<file path="src/rtl/pipe_mul_if.sv">
// Issue/result bundle between the EX-stage issue logic and the pipelined multiplier.
interface pipe_mul_if #(
    parameter int XLEN  = 32,
    parameter int TAG_W = 5
);
    logic             in_valid;
    logic [1:0]       funct;
    logic [XLEN-1:0]  op_a;
    logic [XLEN-1:0]  op_b;
    logic [TAG_W-1:0] rd_in;
    logic             out_valid;
    logic [XLEN-1:0]  result;
    logic [TAG_W-1:0] rd_out;

    modport master (
        output in_valid, funct, op_a, op_b, rd_in,
        input  out_valid, result, rd_out
    );

    modport slave (
        input  in_valid, funct, op_a, op_b, rd_in,
        output out_valid, result, rd_out
    );
endinterface

</file>
<file path="src/rtl/pipe_mul_unit.sv">
// Stall-aware pipelined multiplier (MUL/MULH/MULHSU/MULHU) with tag tracking,
// in-flight hazard query and final-stage forwarding outputs.
module pipe_mul_unit #(
    parameter int XLEN   = 32,
    parameter int STAGES = 2,
    parameter int TAG_W  = 5,
    parameter int CNT_W  = 3
) (
    input  logic             clk,
    input  logic             rst,
    input  logic             stall,
    input  logic             flush,
    input  logic [TAG_W-1:0] query_rs1,
    input  logic [TAG_W-1:0] query_rs2,
    output logic             hazard,
    output logic [CNT_W-1:0] occupancy,
    pipe_mul_if.slave        bus
);
    localparam logic [1:0] FN_MUL    = 2'b00;
    localparam logic [1:0] FN_MULH   = 2'b01;
    localparam logic [1:0] FN_MULHSU = 2'b10;
    localparam int         PW        = 2 * XLEN;
    localparam int         LAST      = STAGES - 1;

    logic             accept;
    logic             sign_a;
    logic             sign_b;
    logic [PW-1:0]    a_ext;
    logic [PW-1:0]    b_ext;
    logic [PW-1:0]    prod_d;

    logic             valid_q [STAGES];
    logic [PW-1:0]    prod_q  [STAGES];
    logic [1:0]       fn_q    [STAGES];
    logic [TAG_W-1:0] rd_q    [STAGES];

    assign accept = bus.in_valid && !stall && !flush;

    always_comb begin
        sign_a = 1'b0;
        sign_b = 1'b0;
        unique case (bus.funct)
            FN_MULH: begin
                sign_a = 1'b1;
                sign_b = 1'b1;
            end
            FN_MULHSU: sign_a = 1'b1;
            default: ;
        endcase
    end

    // Extending straight to 2*XLEN gives the same low bits as an
    // (XLEN+1)-bit signed multiply truncated to 2*XLEN.
    assign a_ext  = {{XLEN{sign_a & bus.op_a[XLEN-1]}}, bus.op_a};
    assign b_ext  = {{XLEN{sign_b & bus.op_b[XLEN-1]}}, bus.op_b};
    assign prod_d = $signed(a_ext) * $signed(b_ext);

    always_ff @(posedge clk) begin
        if (rst) begin
            for (int s = 0; s < STAGES; s++) begin
                valid_q[s] <= 1'b0;
                prod_q[s]  <= '0;
                fn_q[s]    <= '0;
                rd_q[s]    <= '0;
            end
        end else if (!stall) begin
            valid_q[0] <= accept;
            prod_q[0]  <= prod_d;
            fn_q[0]    <= bus.funct;
            rd_q[0]    <= bus.rd_in;
            for (int s = 1; s < STAGES; s++) begin
                valid_q[s] <= valid_q[s-1];
                prod_q[s]  <= prod_q[s-1];
                fn_q[s]    <= fn_q[s-1];
                rd_q[s]    <= rd_q[s-1];
            end
        end
    end

    assign bus.out_valid = valid_q[LAST];
    assign bus.rd_out    = rd_q[LAST];
    assign bus.result    = (fn_q[LAST] == FN_MUL)
                         ? prod_q[LAST][XLEN-1:0]
                         : prod_q[LAST][PW-1:XLEN];

    // Final stage is excluded: it is covered by forwarding.
    always_comb begin
        hazard = 1'b0;
        for (int s = 0; s < STAGES - 1; s++) begin
            if (valid_q[s] && rd_q[s] != '0 &&
                (rd_q[s] == query_rs1 || rd_q[s] == query_rs2))
                hazard = 1'b1;
        end
    end

    always_comb begin
        occupancy = '0;
        for (int s = 0; s < STAGES; s++)
            occupancy = occupancy + CNT_W'(valid_q[s]);
    end
endmodule

</file>
<file path="src/flat_wrapper.sv">
// flat-port wrapper written by rule: the top's interface ports become plain ports
module pipe_mul_unit_flat 
#(
    parameter int XLEN   = 32,
    parameter int STAGES = 2,
    parameter int TAG_W  = 5,
    parameter int CNT_W  = 3
)
  (clk, rst, stall, flush, query_rs1, query_rs2, hazard, occupancy, bus_in_valid, bus_funct, bus_op_a, bus_op_b, bus_rd_in, bus_out_valid, bus_result, bus_rd_out);
  pipe_mul_if #(.XLEN(XLEN), .TAG_W(TAG_W)) bus_i ();
  input  logic clk;
  input  logic rst;
  input  logic stall;
  input  logic flush;
  input  logic [TAG_W-1:0] query_rs1;
  input  logic [TAG_W-1:0] query_rs2;
  output logic hazard;
  output logic [CNT_W-1:0] occupancy;
  input wire logic [$bits(bus_i.in_valid)-1:0] bus_in_valid;
  input wire logic [$bits(bus_i.funct)-1:0] bus_funct;
  input wire logic [$bits(bus_i.op_a)-1:0] bus_op_a;
  input wire logic [$bits(bus_i.op_b)-1:0] bus_op_b;
  input wire logic [$bits(bus_i.rd_in)-1:0] bus_rd_in;
  output wire logic [$bits(bus_i.out_valid)-1:0] bus_out_valid;
  output wire logic [$bits(bus_i.result)-1:0] bus_result;
  output wire logic [$bits(bus_i.rd_out)-1:0] bus_rd_out;
  assign bus_i.in_valid = bus_in_valid;
  assign bus_i.funct = bus_funct;
  assign bus_i.op_a = bus_op_a;
  assign bus_i.op_b = bus_op_b;
  assign bus_i.rd_in = bus_rd_in;
  assign bus_out_valid = bus_i.out_valid;
  assign bus_result = bus_i.result;
  assign bus_rd_out = bus_i.rd_out;
  pipe_mul_unit #(.XLEN(XLEN), .STAGES(STAGES), .TAG_W(TAG_W), .CNT_W(CNT_W)) u_core (.clk(clk), .rst(rst), .stall(stall), .flush(flush), .query_rs1(query_rs1), .query_rs2(query_rs2), .hazard(hazard), .occupancy(occupancy), .bus(bus_i));
endmodule
</file>
<file path="config.mk">
export PLATFORM = sky130hd
export DESIGN_NAME = pipe_mul_unit_flat
export DESIGN_NICKNAME = d
export VERILOG_FILES = /design/src/rtl/pipe_mul_if.sv /design/src/rtl/pipe_mul_unit.sv /design/src/flat_wrapper.sv
export SDC_FILE = /design/constraint.sdc
export NUM_CORES = 2
export LEC_CHECK = 0
export ABC_CLOCK_PERIOD_IN_PS = 12250
export CORE_ASPECT_RATIO = 1.75
export CORE_MARGIN = 2
export CORE_UTILIZATION = 28
export CTS_CLUSTER_DIAMETER = 30
export CTS_CLUSTER_SIZE = 12
export DETAILED_ROUTE_END_ITERATION = 7
export RECOVER_POWER = 100
export SLEW_MARGIN = 20
export SYNTH_ARGS = -nofsm -noshare
export SYNTH_HDL_FRONTEND = slang
export SYNTH_SLANG_ARGS = --single-unit
export TNS_END_PERCENT = 5
</file>
<file path="constraint.sdc">
create_clock -name clk -period 12.25 [get_ports clk]
set_clock_uncertainty 0.15 [all_clocks]
set_input_delay 1.8375 -clock clk [delete_from_list [all_inputs] [get_ports clk]]
set_output_delay 1.8375 -clock clk [all_outputs]
set_load 0.005 [all_outputs]
</file>
* Word-level counts from Yosys, hierarchy flattened *
Memory sizes are Yosys's and may differ from the RTL's.
Index checks and enable logic that the tools add are counted.

storage, ports and cells
  word-level logic and storage cells = 47
  bits in registers = 0
  input bits = 86
  memories = 4
  output and inout port bits = 42
  bits in writable memories = 144

operators by class
  reductions and logical operators = 10
  $add $sub $neg = 1
  mux-type cells = 17
  multipliers = 1
  bitwise gates (word level) = 10
  equal/unequal tests = 4

memories
  memory          words  bits a word  read ports  clocked after Yosys merged registers in  write ports  RTL line             text
  u_core.prod_q   2      64           2           0                                        2            pipe_mul_unit.sv:33  logic [PW-1:0] prod_q [STAGES];
  u_core.rd_q     2      5            2           0                                        2            pipe_mul_unit.sv:35  logic [TAG_W-1:0] rd_q [STAGES];
  u_core.fn_q     2      2            2           0                                        2            pipe_mul_unit.sv:34  logic [1:0] fn_q [STAGES];
  u_core.valid_q  2      1            2           0                                        2            pipe_mul_unit.sv:32  logic valid_q [STAGES];

operator list
  kind                number
  $mux 64             2
  $mul 33x33->64      1
  $mux 32             1
  $eq 5x5->1          2
  $mux 1              10
  $mux 5              2
  $or 1x1->1          8
  $reduce_bool 5->1   1
  $logic_and 1x1->1   4
  $mux 2              2
  $add 1x1->2         1
  $and 1x1->1         2
  $eq 2x1->1 const B  1
  $eq 2x2->1 const B  1
  $logic_not 1->1     2
  $logic_not 2->1     1
  $reduce_or 2->1     1
  $logic_or 1x1->1    1

* Longest topological paths before layout *
  word-level depth = 6
  depth in mapped cells = 31
  mapped depth without buffers = 29

* Worst setup path after synthesis *
OpenSTA, ideal clock, no wires.

  path type = input-to-reg
  start = input bus_funct[1]
  end = memory u_core.prod_q[0][60] in the netlist's numbering, data pin
  path buffers = 2
  path slack = 2.390 ns
  data required time = 11.834 ns
  arrival = 9.444 ns
  cell stages on the path = 27
  library setup time = 0.266 ns
  path through = inv_1 > ha_1 > nor2b_1 > clkbuf_1 > nand2_1 > inv_1 > fa_1 > fa_1 > fa_1 > inv_1 > fa_1 > inv_1 > fa_1 > fa_1 > inv_1 > fa_1 > fa_1 > inv_1 > ha_1 > clkbuf_1 > nand4_1 > nor3_1 > nor2b_1 > a311oi_4 > o41ai_2 > xnor2_1 > nor2_1

RTL lines
  element      RTL line             text
  from (decl)  flat_wrapper.sv:20   input wire logic [$bits(bus_i.funct)-1:0] bus_funct;
  to (decl)    pipe_mul_unit.sv:33

==> reports/results.ini <==
[clock_tree]
ctsHoldBuffers = 0
clkLatencyLatePin_ps = 410
cts_tree = built
path_clk_slew_ps = 60
cts_setup_buffers = 0
cts_buffers = 17
cts_sinks = 144
cts.path.max_buffers = 2
clockRootBuffer = clkbuf_16
cts.repair.resized = 0
htree_levels = 4

[synth]
synthMostInstantiatedCell = inv_1
synth_top_cell_by_area = fa_1
synth.cell_area_sq_um = 44000
syn_avg_cell_area_sq_um = 9.46
yosysTopAreaCellShare_pct = 51.2
yosysWarnings = 0
ys_ff_latch = 144
synth_edf_count = 144
synth_common_cells = inv_1, fa_1, nand2_1, and2_1, clkbuf_1
syn_nets = 6073
netlist_instances = 4648
synthTopCellsByArea = fa_1, inv_1, edfxtp_1, nand2_1, ha_1
synth.distinct_cells = 73
synth_ff_type = edfxtp_1
synth-async-reset-ratio_pct = 0
synth_seq_area_share_pct = 9.84

[global_route]
grt_usage_pct = 16.2
met1_usage_pct = 16.4
busiest_layer = met2
overflow = 0
antenna_found_initial = 6
first_global_vias = 35085
grt_pass1_wl_microns = 197000
use_met2_pct = 30.6
grt_max_degree = 92
use_met3_pct = 1.25

[flow_run]
cap_violations = 5

[placed_design]
hpwl_microns = 108000
gp_congestion = 0.887
io_buffers = 126

[routing]
wirelength_microns = 126000
dr.first_iter.drc_count = 1681
drt_pre_antenna_iters = 8
drc = 0
dr_total_vias = 31162
vias_per_cell = 4.67
wire_per_inst_microns = 18.9
drtAntennaViolNets = 0

[timing]
worstMarginPinSlew_ps = 3980
finalCritPeriodShare_pct = 88.8
clock.fmax_ghz = 0.0919
finalSetupTns_ps = 0
fin_crit_ps = 10880
grt_setup_unrepaired = no
hold_viol = 0
relSlewSlack_pct = -166
slew_viol_final = 314
finalSetupViolCount = 0

[floorplanning]
start_util_pct = 28.2
die_width_microns = 304
dieArea_sq_um = 160000
num_rows = 192
ioPinCount = 128
fp.dieH_microns = 528
core_sq_um = 156000

[worst_setup_path]
arrival_ps = 10800
required_ps = 12170
end_kind = flop
start_kind = input port
cp_max_fo = 16
setup.worst_path.class = in -> reg

[finish]
drive_above_1_share_pct = 3.09
nNetsFinal = 6045
fillers = 16386
area_growth_pct = 8.77

[outcome]
violations = capacitance limit, slew limit
status = finished, violations left

[min_path]
worstHoldPathType = reg -> reg

==> critical path: stages <==
cell           delay, ps
dlygate4sd3_1        520
inv_1                 50
ha_1                 380
nor2b_2              520
nand2_1              190
inv_1                190
fa_1                 500
fa_1                 620
fa_1                 520
inv_1                430
fa_1                 870
inv_1                280
fa_1                 550
fa_1                 540
inv_1                 50
fa_1                 380
fa_1                 510
inv_1                 40
ha_1                 360
a21oi_1              170
o21bai_1              70
a21oi_1              300
o211ai_1             150
a311oi_1             390
o41ai_1              130
xnor2_1              170
nor2_1                50
==> final timing paths <==
kind	startpoint	end	slack [ps]	depth (start not counted)
worst min-delay path	u_core.prod_q[0][0]	u_core.prod_q[0][64]	370	1
worst max register to register	u_core.prod_q[0][51]	u_core.prod_q[0][115]	11200	1
worst max-delay path	bus_funct[1]	u_core.prod_q[0][60]	1370	27
worst min register to register	u_core.prod_q[0][0]	u_core.prod_q[0][64]	370	1
==> placed cells by master, fill, tap and decap left out, types with 58 or more instances in the layout <==
cell             netlist  final
inv_1               1186   1186
fa_1                1125   1125
nand2_1              823    823
and2_1               373    315
ha_1                 214    214
edfxtp_1             144    144
nor2_1               104    102
clkdlybuf4s50_1        0     91
a21oi_1               65     70
buf_4                  6     70
and2_0                 0     58
==> state kept, by name (all words and copies together) (netlist names) <==
name / count
u_core.valid_q: 2
u_core.prod_q: 128
u_core.fn_q: 4
u_core.rd_q: 10
==> kinds of logic (layout without fill, tap and decap cells) <==
kind of cell | after synthesis | count (layout) | share of synthesized area [%]
xor gates and xnor gates | 79 | 79 | 1.57
and+or+nand+nor | 1393 | 1393 | 14.5
DFF | 144 | 144 | 9.84
AOI/OAI and AO/OA | 219 | 219 | 3.48
adders and majority gates | 1339 | 1339 | 57.3
buffers and inverters | 1438 | 1423 | 12.4
other | 1 | 3 | 0.00853
muxes | 35 | 35 | 0.888
==> through the flow <==
step | instances | cell area [sq um] | setup WS [ps] | hold WS, ps | utilization [%]
final | 6672 | 47800 | 1370 | 365 | 30.6
after global routing | 6670 | 47800 | 629 | 390 | 30.6
after CTS | 6670 | 48000 | 1420 | 369 | 30.7
after detailed placement | 6638 | 47300 | 992 | 353 | 30.3
after global placement | 6638 | 47300 | 1140 | 350 | 30.3
after floorplan | 4648 | 44000 | 2390 | 347 | -
==> layer usage <==
metal	part of all wire, %	up-vias
met4	8.8	2
met1	32	16446
met2	56	1025
met5	0.0095	-
met3	3.7	424
li1	-	13265
==> area by class of cell <==
| type | count | area, sq um | area share, % |
|---|---|---|---|
| tap | 2037 | 2550 | 5.33 |
| sequential | 144 | 4320 | 9.04 |
| antenna | 2 | 5.00 | 0.0105 |
| timing repair buffer | 203 | 1750 | 3.66 |
| clock buffer | 20 | 437 | 0.913 |
| multi-input combinational | 3066 | 34100 | 71.3 |
| clock inverter | 12 | 184 | 0.385 |
| inverter | 1188 | 4460 | 9.33 |
Power is left out: the tool's default activity adds up to more than one toggle a clock period on the data nets, which glitch-free logic cannot reach.
